**src/rtl/mips_bus_master_arb.sv**
```systemverilog
// Round-robin Avalon-MM master shared by N_CH CPU-side requesters.
// Optional waitrequest timeout: define MIPS_BUS_TIMEOUT_EN.
`timescale 1ns/1ps
module mips_bus_master_arb #(
   parameter int N_CH           = 2,
   parameter int ADDR_W         = 32,
   parameter int TIMEOUT_CYCLES = 256
) (
   input  logic                   clk,
   input  logic                   reset,
   input  logic [N_CH-1:0]        req_valid,
   output logic [N_CH-1:0]        req_ready,
   input  logic [N_CH-1:0]        req_write,
   input  logic [N_CH-1:0]        req_signed,
   input  logic [2*N_CH-1:0]      req_size,
   input  logic [ADDR_W*N_CH-1:0] req_addr,
   input  logic [32*N_CH-1:0]     req_wdata,
   output logic [N_CH-1:0]        rsp_valid,
   output logic                   rsp_err,
   output logic [31:0]            rsp_rdata,
   output logic [ADDR_W-1:0]      address,
   output logic                   read,
   output logic                   write,
   input  logic                   waitrequest,
   output logic [31:0]            writedata,
   output logic [3:0]             byteenable,
   input  logic [31:0]            readdata
);

   localparam int CW = (N_CH > 1) ? $clog2(N_CH) : 1;

   typedef enum logic [1:0] {
      IDLE,
      BUS,
      RESP
   } state_t;

   state_t state, state_nx;

   logic [CW-1:0]     ptr;
   logic [CW-1:0]     gnt_q;
   logic [CW-1:0]     gnt_idx;
   logic              gnt_found;
   logic [CW:0]       rr;

   logic [ADDR_W-1:0] sel_addr;
   logic [31:0]       sel_wdata;
   logic [1:0]        sel_size;
   logic              sel_write;
   logic              sel_signed;
   logic              sel_err;
   logic [3:0]        sel_be;
   logic [31:0]       sel_lanes;
   logic [1:0]        k_sel;
   logic [4:0]        sh;

   logic [ADDR_W-1:0] addr_q;
   logic              write_q;
   logic              signed_q;
   logic              err_q;
   logic [1:0]        size_q;
   logic [3:0]        be_q;
   logic [31:0]       wdata_q;
   logic [31:0]       rdata_q;

   logic [4:0]        lo;
   logic [4:0]        ho;
   logic [7:0]        lane_b;
   logic [15:0]       lane_h;
   logic [31:0]       load_val;

   logic              accept;
   logic              bus_done;
   logic              timeout_hit;

   // Round-robin search: first valid channel at or after the pointer
   always_comb begin
      gnt_found = 1'b0;
      gnt_idx   = '0;
      rr        = '0;
      for (int i = 0; i < N_CH; i++) begin
         rr = {1'b0, ptr} + (CW+1)'(i);
         if (rr >= (CW+1)'(N_CH))
            rr = rr - (CW+1)'(N_CH);
         if (!gnt_found && req_valid[rr[CW-1:0]]) begin
            gnt_found = 1'b1;
            gnt_idx   = rr[CW-1:0];
         end
      end
   end

   assign sel_addr   = req_addr[gnt_idx*ADDR_W +: ADDR_W];
   assign sel_wdata  = req_wdata[gnt_idx*32 +: 32];
   assign sel_size   = req_size[gnt_idx*2 +: 2];
   assign sel_write  = req_write[gnt_idx];
   assign sel_signed = req_signed[gnt_idx];

   // Alignment check, byte enables and big-endian lane placement of store data
   always_comb begin
      k_sel     = sel_addr[1:0];
      sh        = {k_sel, 3'b000};
      sel_err   = 1'b0;
      sel_be    = 4'b0000;
      sel_lanes = 32'h0;
      case (sel_size)
         2'b00: begin
            sel_be    = 4'b0001 << k_sel;
            sel_lanes = {24'h0, sel_wdata[7:0]} << sh;
         end
         2'b01: begin
            sel_err   = k_sel[0];
            sel_be    = k_sel[1] ? 4'b1100 : 4'b0011;
            sel_lanes = {16'h0, sel_wdata[7:0],
                         sel_wdata[15:8]} << sh;
         end
         2'b10: begin
            sel_err   = |k_sel;
            sel_be    = 4'b1111;
            sel_lanes = {sel_wdata[7:0], sel_wdata[15:8],
                         sel_wdata[23:16], sel_wdata[31:24]};
         end
         default: sel_err = 1'b1;
      endcase
   end

   // Reassemble load data from lanes and extend to 32 bits
   always_comb begin
      lo       = {addr_q[1:0], 3'b000};
      ho       = {addr_q[1], 4'b0000};
      lane_b   = readdata[lo +: 8];
      lane_h   = {readdata[ho +: 8], readdata[ho + 5'd8 +: 8]};
      load_val = 32'h0;
      case (size_q)
         2'b00:
            load_val = signed_q ? {{24{lane_b[7]}}, lane_b}
                                : {24'h0, lane_b};
         2'b01:
            load_val = signed_q ? {{16{lane_h[15]}}, lane_h}
                                : {16'h0, lane_h};
         default:
            load_val = {readdata[7:0], readdata[15:8],
                        readdata[23:16], readdata[31:24]};
      endcase
   end

`ifdef MIPS_BUS_TIMEOUT_EN
   localparam int TW = $clog2(TIMEOUT_CYCLES + 1);

   logic [TW-1:0] to_cnt;

   // Count stalled bus cycles; cleared whenever no bus cycle is active
   always_ff @(posedge clk or negedge reset) begin
      if (!reset)
         to_cnt <= '0;
      else if (state != BUS)
         to_cnt <= '0;
      else if (waitrequest)
         to_cnt <= to_cnt + 1'b1;
   end

   assign timeout_hit = (state == BUS) && waitrequest &&
                        (to_cnt == TW'(TIMEOUT_CYCLES - 1));
`else
   // Bus cycles wait forever; the timeout length has no effect here
   assign timeout_hit = 1'b0 && (TIMEOUT_CYCLES > 0);
`endif

   // State register
   always_ff @(posedge clk or negedge reset) begin
      if (!reset)
         state <= IDLE;
      else
         state <= state_nx;
   end

   // Next state, handshake strobes and bus outputs
   always_comb begin
      state_nx   = state;
      req_ready  = '0;
      rsp_valid  = '0;
      accept     = 1'b0;
      bus_done   = 1'b0;
      read       = 1'b0;
      write      = 1'b0;
      address    = '0;
      writedata  = 32'h0;
      byteenable = 4'b0000;
      rsp_err    = 1'b0;
      rsp_rdata  = 32'h0;
      case (state)
         IDLE: begin
            if (gnt_found) begin
               accept             = 1'b1;
               req_ready[gnt_idx] = reset;
               state_nx           = sel_err ? RESP : BUS;
            end
         end
         BUS: begin
            read       = !write_q;
            write      = write_q;
            address    = {addr_q[ADDR_W-1:2], 2'b00};
            writedata  = wdata_q;
            byteenable = be_q;
            if (!waitrequest) begin
               bus_done = 1'b1;
               state_nx = RESP;
            end else if (timeout_hit) begin
               state_nx = RESP;
            end
         end
         RESP: begin
            rsp_valid[gnt_q] = 1'b1;
            rsp_err          = err_q;
            rsp_rdata        = rdata_q;
            state_nx         = IDLE;
         end
         default: state_nx = IDLE;
      endcase
   end

   // Capture the granted request, advance the pointer, latch load data
   always_ff @(posedge clk or negedge reset) begin
      if (!reset) begin
         ptr      <= '0;
         gnt_q    <= '0;
         addr_q   <= '0;
         write_q  <= 1'b0;
         signed_q <= 1'b0;
         err_q    <= 1'b0;
         size_q   <= 2'b00;
         be_q     <= 4'b0000;
         wdata_q  <= 32'h0;
         rdata_q  <= 32'h0;
      end else begin
         if (accept) begin
            gnt_q    <= gnt_idx;
            ptr      <= (gnt_idx == CW'(N_CH - 1)) ? '0
                                                   : gnt_idx + 1'b1;
            addr_q   <= sel_addr;
            write_q  <= sel_write;
            signed_q <= sel_signed;
            err_q    <= sel_err;
            size_q   <= sel_size;
            be_q     <= sel_be;
            wdata_q  <= sel_write ? sel_lanes : 32'h0;
            rdata_q  <= 32'h0;
         end
         if (bus_done && !write_q)
            rdata_q <= load_val;
         if (timeout_hit)
            err_q <= 1'b1;
      end
   end

endmodule

```
**config.mk**
```make
export PLATFORM = sky130hd
export DESIGN_NAME = mips_bus_master_arb
export DESIGN_NICKNAME = d
export VERILOG_FILES = /design/src/rtl/mips_bus_master_arb.sv
export SDC_FILE = /design/constraint.sdc
export NUM_CORES = 1
export LEC_CHECK = 0
export ABC_AREA = 1
export BUFFER_PORTS_ARGS = -buffer_cell sky130_fd_sc_hd__buf_2
export CORE_MARGIN = 4
export CORE_UTILIZATION = 45
export CTS_BUF_LIST = sky130_fd_sc_hd__clkbuf_8
export DETAILED_ROUTE_END_ITERATION = 7
export PLACE_DENSITY = 0.89
export SETUP_SLACK_MARGIN = 0.3
export SYNTH_ARGS = -nofsm -noshare
export SYNTH_HDL_FRONTEND = slang
export SYNTH_SLANG_ARGS = --single-unit
export TNS_END_PERCENT = 50
```
**constraint.sdc**
```tcl
create_clock -name clk -period 1.76 [get_ports clk]
set_clock_uncertainty 0.1 [all_clocks]
set_input_delay 0.44 -clock clk [delete_from_list [all_inputs] [get_ports clk]]
set_output_delay 0.44 -clock clk [all_outputs]
set_load 0.01 [all_outputs]
```
# Word level (Yosys, flattened, before mapping)
# Cells that the tools add are included.
[totals] ff_bits=109 output_inout_bits=107 in_bits=173
[op_classes] reduce_logical=12 shifts=9 magnitude_cmp=8 add_sub_neg=5 n_bitwise=1 mux=47 eq_ne=7
[op_table] operator="$mux W32" count=8
[op_table] operator="$shiftx A64 B7 Y32" count=2
[op_table] operator="$pmux W32 S3" count=1
[op_table] operator="$shiftx A32 B6 Y8" count=3
[op_table] operator="$pmux W32 S2" count=1
[op_table] operator="$shl A16 B5 Y32" count=1
[op_table] operator="$shl A8 B5 Y32" count=1
[op_table] operator="$mux W1" count=24
[op_table] operator="$mux W2" count=6
[op_table] operator="$pmux W4 S3" count=1
[op_table] operator="$lt A1 B2 Y1 const B" count=4
[op_table] operator="$mux W4" count=2
[op_table] operator="$eq A2 B1 Y1 const B" count=3
[op_table] operator="$logic_not A2 Y1" count=3
[op_table] operator="$add A5 B4 Y5 const B" count=1
[op_table] operator="$eq A2 B2 Y1 const B" count=2
[op_table] operator="$logic_and A1 B1 Y1" count=4
[op_table] operator="$ne A2 B2 Y1 const B" count=2
[op_table] operator="$pmux W2 S2" count=1
[op_table] operator="$shiftx A4 B3 Y2" count=1
[op_table] operator="$shl A1 B2 Y4 const A" count=1
[op_table] operator="$pmux W1 S3" count=1
[op_table] operator="$add A1 B1 Y2 const B" count=1
[op_table] operator="$and A2 B2 Y2" count=1
[op_table] operator="10 further kinds" count=14

# Longest topological paths before layout
[logic_depth] word_depth=15 mapped_depth=14

# Worst setup path before layout
# No wires, ideal clock.
[synth_path] path_kind="register to output" startpoint="register state[1]" endpoint="output req_ready[0]" slack_ns=-0.208 path_stages_with_launch=8 n_path_buf=2 arrival_ns=1.428 cell_sequence="dfrtp_1 nor2_1 o21ai_2 inv_2 buf_2 buf_1 nand2_1 nor2_1"
[synth_via] elab_chain_cells=2
[synth_rtl] item="start: declaration" line="38" text="state_t state, state_nx;"
[synth_rtl] item="start signal: assignment" line="173" text="state <= state_nx;"
[synth_rtl] item="$logic_not A2 Y1" line="190" text="case (state)"
[synth_rtl] item="$mux W2" line="190"
[synth_rtl] item="end: declaration" line="12" text="output logic [N_CH-1:0] req_ready,"
# Every way passes these cells.

# Worst setup path in the final report
[layout_path] startpoint="register state[0]" endpoint="output address[2]"
[layout_via] elab_chain_cells=2
[layout_rtl] item="$eq A2 B1 Y1" line="190"
[layout_rtl] item="$mux W32" line="190"
[layout_rtl] item="end: declaration" line="21" text="output logic [ADDR_W-1:0] address,"
# Every way passes these cells.

==> impl_metrics.tcl <==
set metrics [dict create \
    status "complete, but fails checks" \
    violations "setup timing" \
    yosysUniqueCellTypes 31 \
    wl_per_cell_um 16.7 \
    portBuffers 277 \
    regArea_um2 2730 \
    cellLeakagePower_nw 6.05 \
    fin_tns_setup_ps -36520 \
    synthCells 1103 \
    synth_top_area_share_pct 37.8 \
    firstDrtPassIters 5 \
    synth_most_common_cell "nand2_1" \
    critPathLaunchType "flop" \
    grt_start_max_net_pins 110 \
    place_congestion 0.960 \
    drive_gt1_share_pct 39.2 \
    cp.arrival_ps 1570 \
    cts_max_level 3 \
    hold_path.class "in2async" \
    multiInputGateArea_um2 4130 \
    antenna_found_initial 0 \
    ys_async_sr_fraction_pct 100 \
    die-area_um2 18100 \
    yosysSeqAreaShare_pct 37.8 \
    vias_per_cell 5.30 \
    route.vias.total 8872 \
    dieHeight_um 135 \
    clock_latency_ps 370 \
    core-area_um2 15800 \
    setup_viol 178 \
    path_class "reg2out" \
    ir_drop_mv 0.772 \
    antenna_left 0 \
    hold_viol_final 0 \
    die_x_um 135 \
    synth.avg_cell_area_um2 6.54 \
    synth_edf_count 0 \
    endpoint_kind "primary output" \
    tightest_slew_ps 590 \
    synth_commonest_cells "nand2_1 (321), inv_1 (192), nor2_1 (143)" \
    cts_num_sinks 109 \
    p_seq_share_pct 27.3 \
    max_slew_margin_pct 60.6 \
    ys_seq_elements 109 \
    fin_nets 1625 \
    synthesis.area_um2 7220 \
    switchingPower_w 0.00673 \
    placed_cell_area_um2 9470 \
    synth_top_area_cell "dfrtp_1" \
    first_global_vias 8334 \
    cts_max_path_buffers 2 \
    final_area_um2 11000 \
    root_buffer "clkbuf_8" \
    start_util_pct 45.8 \
    slew_violations 0 \
    synthTopCellsByArea "dfrtp_1 (38%), nand2_1 (17%), inv_1 (10%), nor2_1 (7.4%), nand3_1 (6.3%)" \
    numCtsBuffers 9 \
    clk_pin_slew_ps 100 \
    crit_fanout 14 \
    period_share_pct 120 \
    synth_warnings 0 \
    n_fill_cell 1204 \
    fmax_ghz 0.473 \
    drtIter0Drc 806 \
    hpwlAfterDp_um 19000 \
    synth_ff_type "dfrtp_1" \
    finalWirelength_um 27900 \
    swShare_pct 46.6 \
    grt_overflow_total 0 \
    powerDensity_nw_per_um2 1320 \
    n_antenna_cell 0 \
    rsz0062_at_grt "true" \
    layout_setup_ws_ps -352 \
    syn_to_final_growth_pct 52.1 \
    maxCapViolations 0 \
    cts_tree "done" \
    cp.required_ps 1220 \
    io_pins 280 \
    grt_usage_pct 27.9 \
    r2r_slack_ps -270 \
    holdBufCountCts 0 \
    rows 46 \
    p_comb_share_pct 63.3 \
    power.internal_w 0.00771 \
    grt_pass1_wl_um 40900 \
    p_clk_share_pct 9.4 \
    min_period_ps 2110 \
    drc 0 \
]
[flip-flops by register name, indices dropped and copies added (netlist names), 2 cells and up]
signal	flops
addr_q	32
be_q	4
rdata_q	32
size_q	2
state	2
wdata_q	32
[area by class of cell]
cell class / count / area share (%)
Tap cell: 216 / 2.46
Clock inverter: 7 / 0.342
Timing Repair Buffer: 397 / 26.4
Sequential cell: 109 / 24.9
Inverter: 201 / 7.15
Clock buffer: 9 / 1.13
Multi-Input combinational cell: 734 / 37.6
[worst paths after layout]
check	cells after the start	endpoint	start
setup / recovery	6	address[2]	state[0]
hold / removal	2	gnt_q	reset
setup reg to reg	16	wdata_q[23]	ptr
hold reg to reg	2	wdata_q[31]	wdata_q[31]
max in group asynchronous	2	addr_q[21]	reset
min in group clk	3	addr_q[15]	req_addr[15]
[per-stage QoR]
stage | hold WS, ps | std cells | setup slack (ps) | total power [W] | utilization (%)
6_report | 33.4 | 1673 | -352 | 0.0144 | 69.6
5_1_grt | 41.8 | 1673 | -416 | 0.0154 | 69.6
4_1_cts | 73.6 | 1648 | -364 | 0.0132 | 65.5
3_5_place_dp | 365 | 1613 | -354 | 0.0110 | 60.0
3_3_place_gp | 362 | 1613 | -305 | 0.0107 | 60.0
2_1_floorplan | 44.4 | 1104 | 88.8 | 0.00863 | -
[cells in the final DEF (no fill, tap or decap), types with 5 or more instances in the layout]
| cell type | n |
|---|---|
| buf_2 | 253 |
| o21ai_2 | 10 |
| dfrtp_1 | 108 |
| nor2_2 | 11 |
| clkbuf_16 | 6 |
| nor2_4 | 31 |
| buf_6 | 49 |
| inv_1 | 188 |
| o221ai_1 | 29 |
| o21ai_0 | 34 |
| a21oi_2 | 8 |
| nand2_4 | 14 |
| nand3_2 | 15 |
| o211ai_1 | 8 |
| buf_8 | 7 |
| mux2_4 | 5 |
| o21ai_1 | 22 |
| nand2_2 | 24 |
| buf_4 | 67 |
| nor2_1 | 109 |
| o21ai_4 | 7 |
| nand3_1 | 73 |
| a21oi_1 | 11 |
| buf_12 | 12 |
| o221ai_2 | 6 |
| clkbuf_8 | 9 |
| inv_4 | 7 |
| o22ai_1 | 5 |
| nand2_1 | 291 |
| inv_2 | 8 |
[logic make-up (layout without fill, tap and decap cells)]
family	after synthesis	after routing	share of synthesized area (%)
other	1	2	0.0520
multiplexers	11	11	1.66
buffers and inverters	264	614	15.1
flip-flops	109	109	37.8
AO/OA/AOI/OAI	143	143	12.4
AND/OR/NAND/NOR	575	578	33.0
[metal layers]
metal / wire [um] / track usage [%]
met5: 0 / 0
met4: 1280 / 10.7
met3: 2810 / 4.21
met2: 13500 / 48.7
met1: 10300 / 34.9
[power by group through the flow]
stage               registers (W)  logic (W)  clock network (W)
floorplan                 0.00382    0.00481                  0
global placement          0.00394    0.00681                  0
detailed placement        0.00398    0.00700                  0
CTS                       0.00395    0.00793            0.00137
global route              0.00404    0.00987            0.00146
finish                    0.00395    0.00914            0.00136
[worst max-delay path: stages (launching register included)]
cell and delay, ps:
dfrtp_1 410, inv_2 80, nor2_4 160, inv_8 100
clkbuf_16 180, nor2_1 110, buf_2 160
[timing repair]
action                                  CTS  global route
setup buffers                            16            16
resized for setup                       134            88
pin swaps                                27            25
cloned                                    3             9
endpoints found under the setup margin  210           213
No activity file was read; power rests on OpenSTA's default activity.
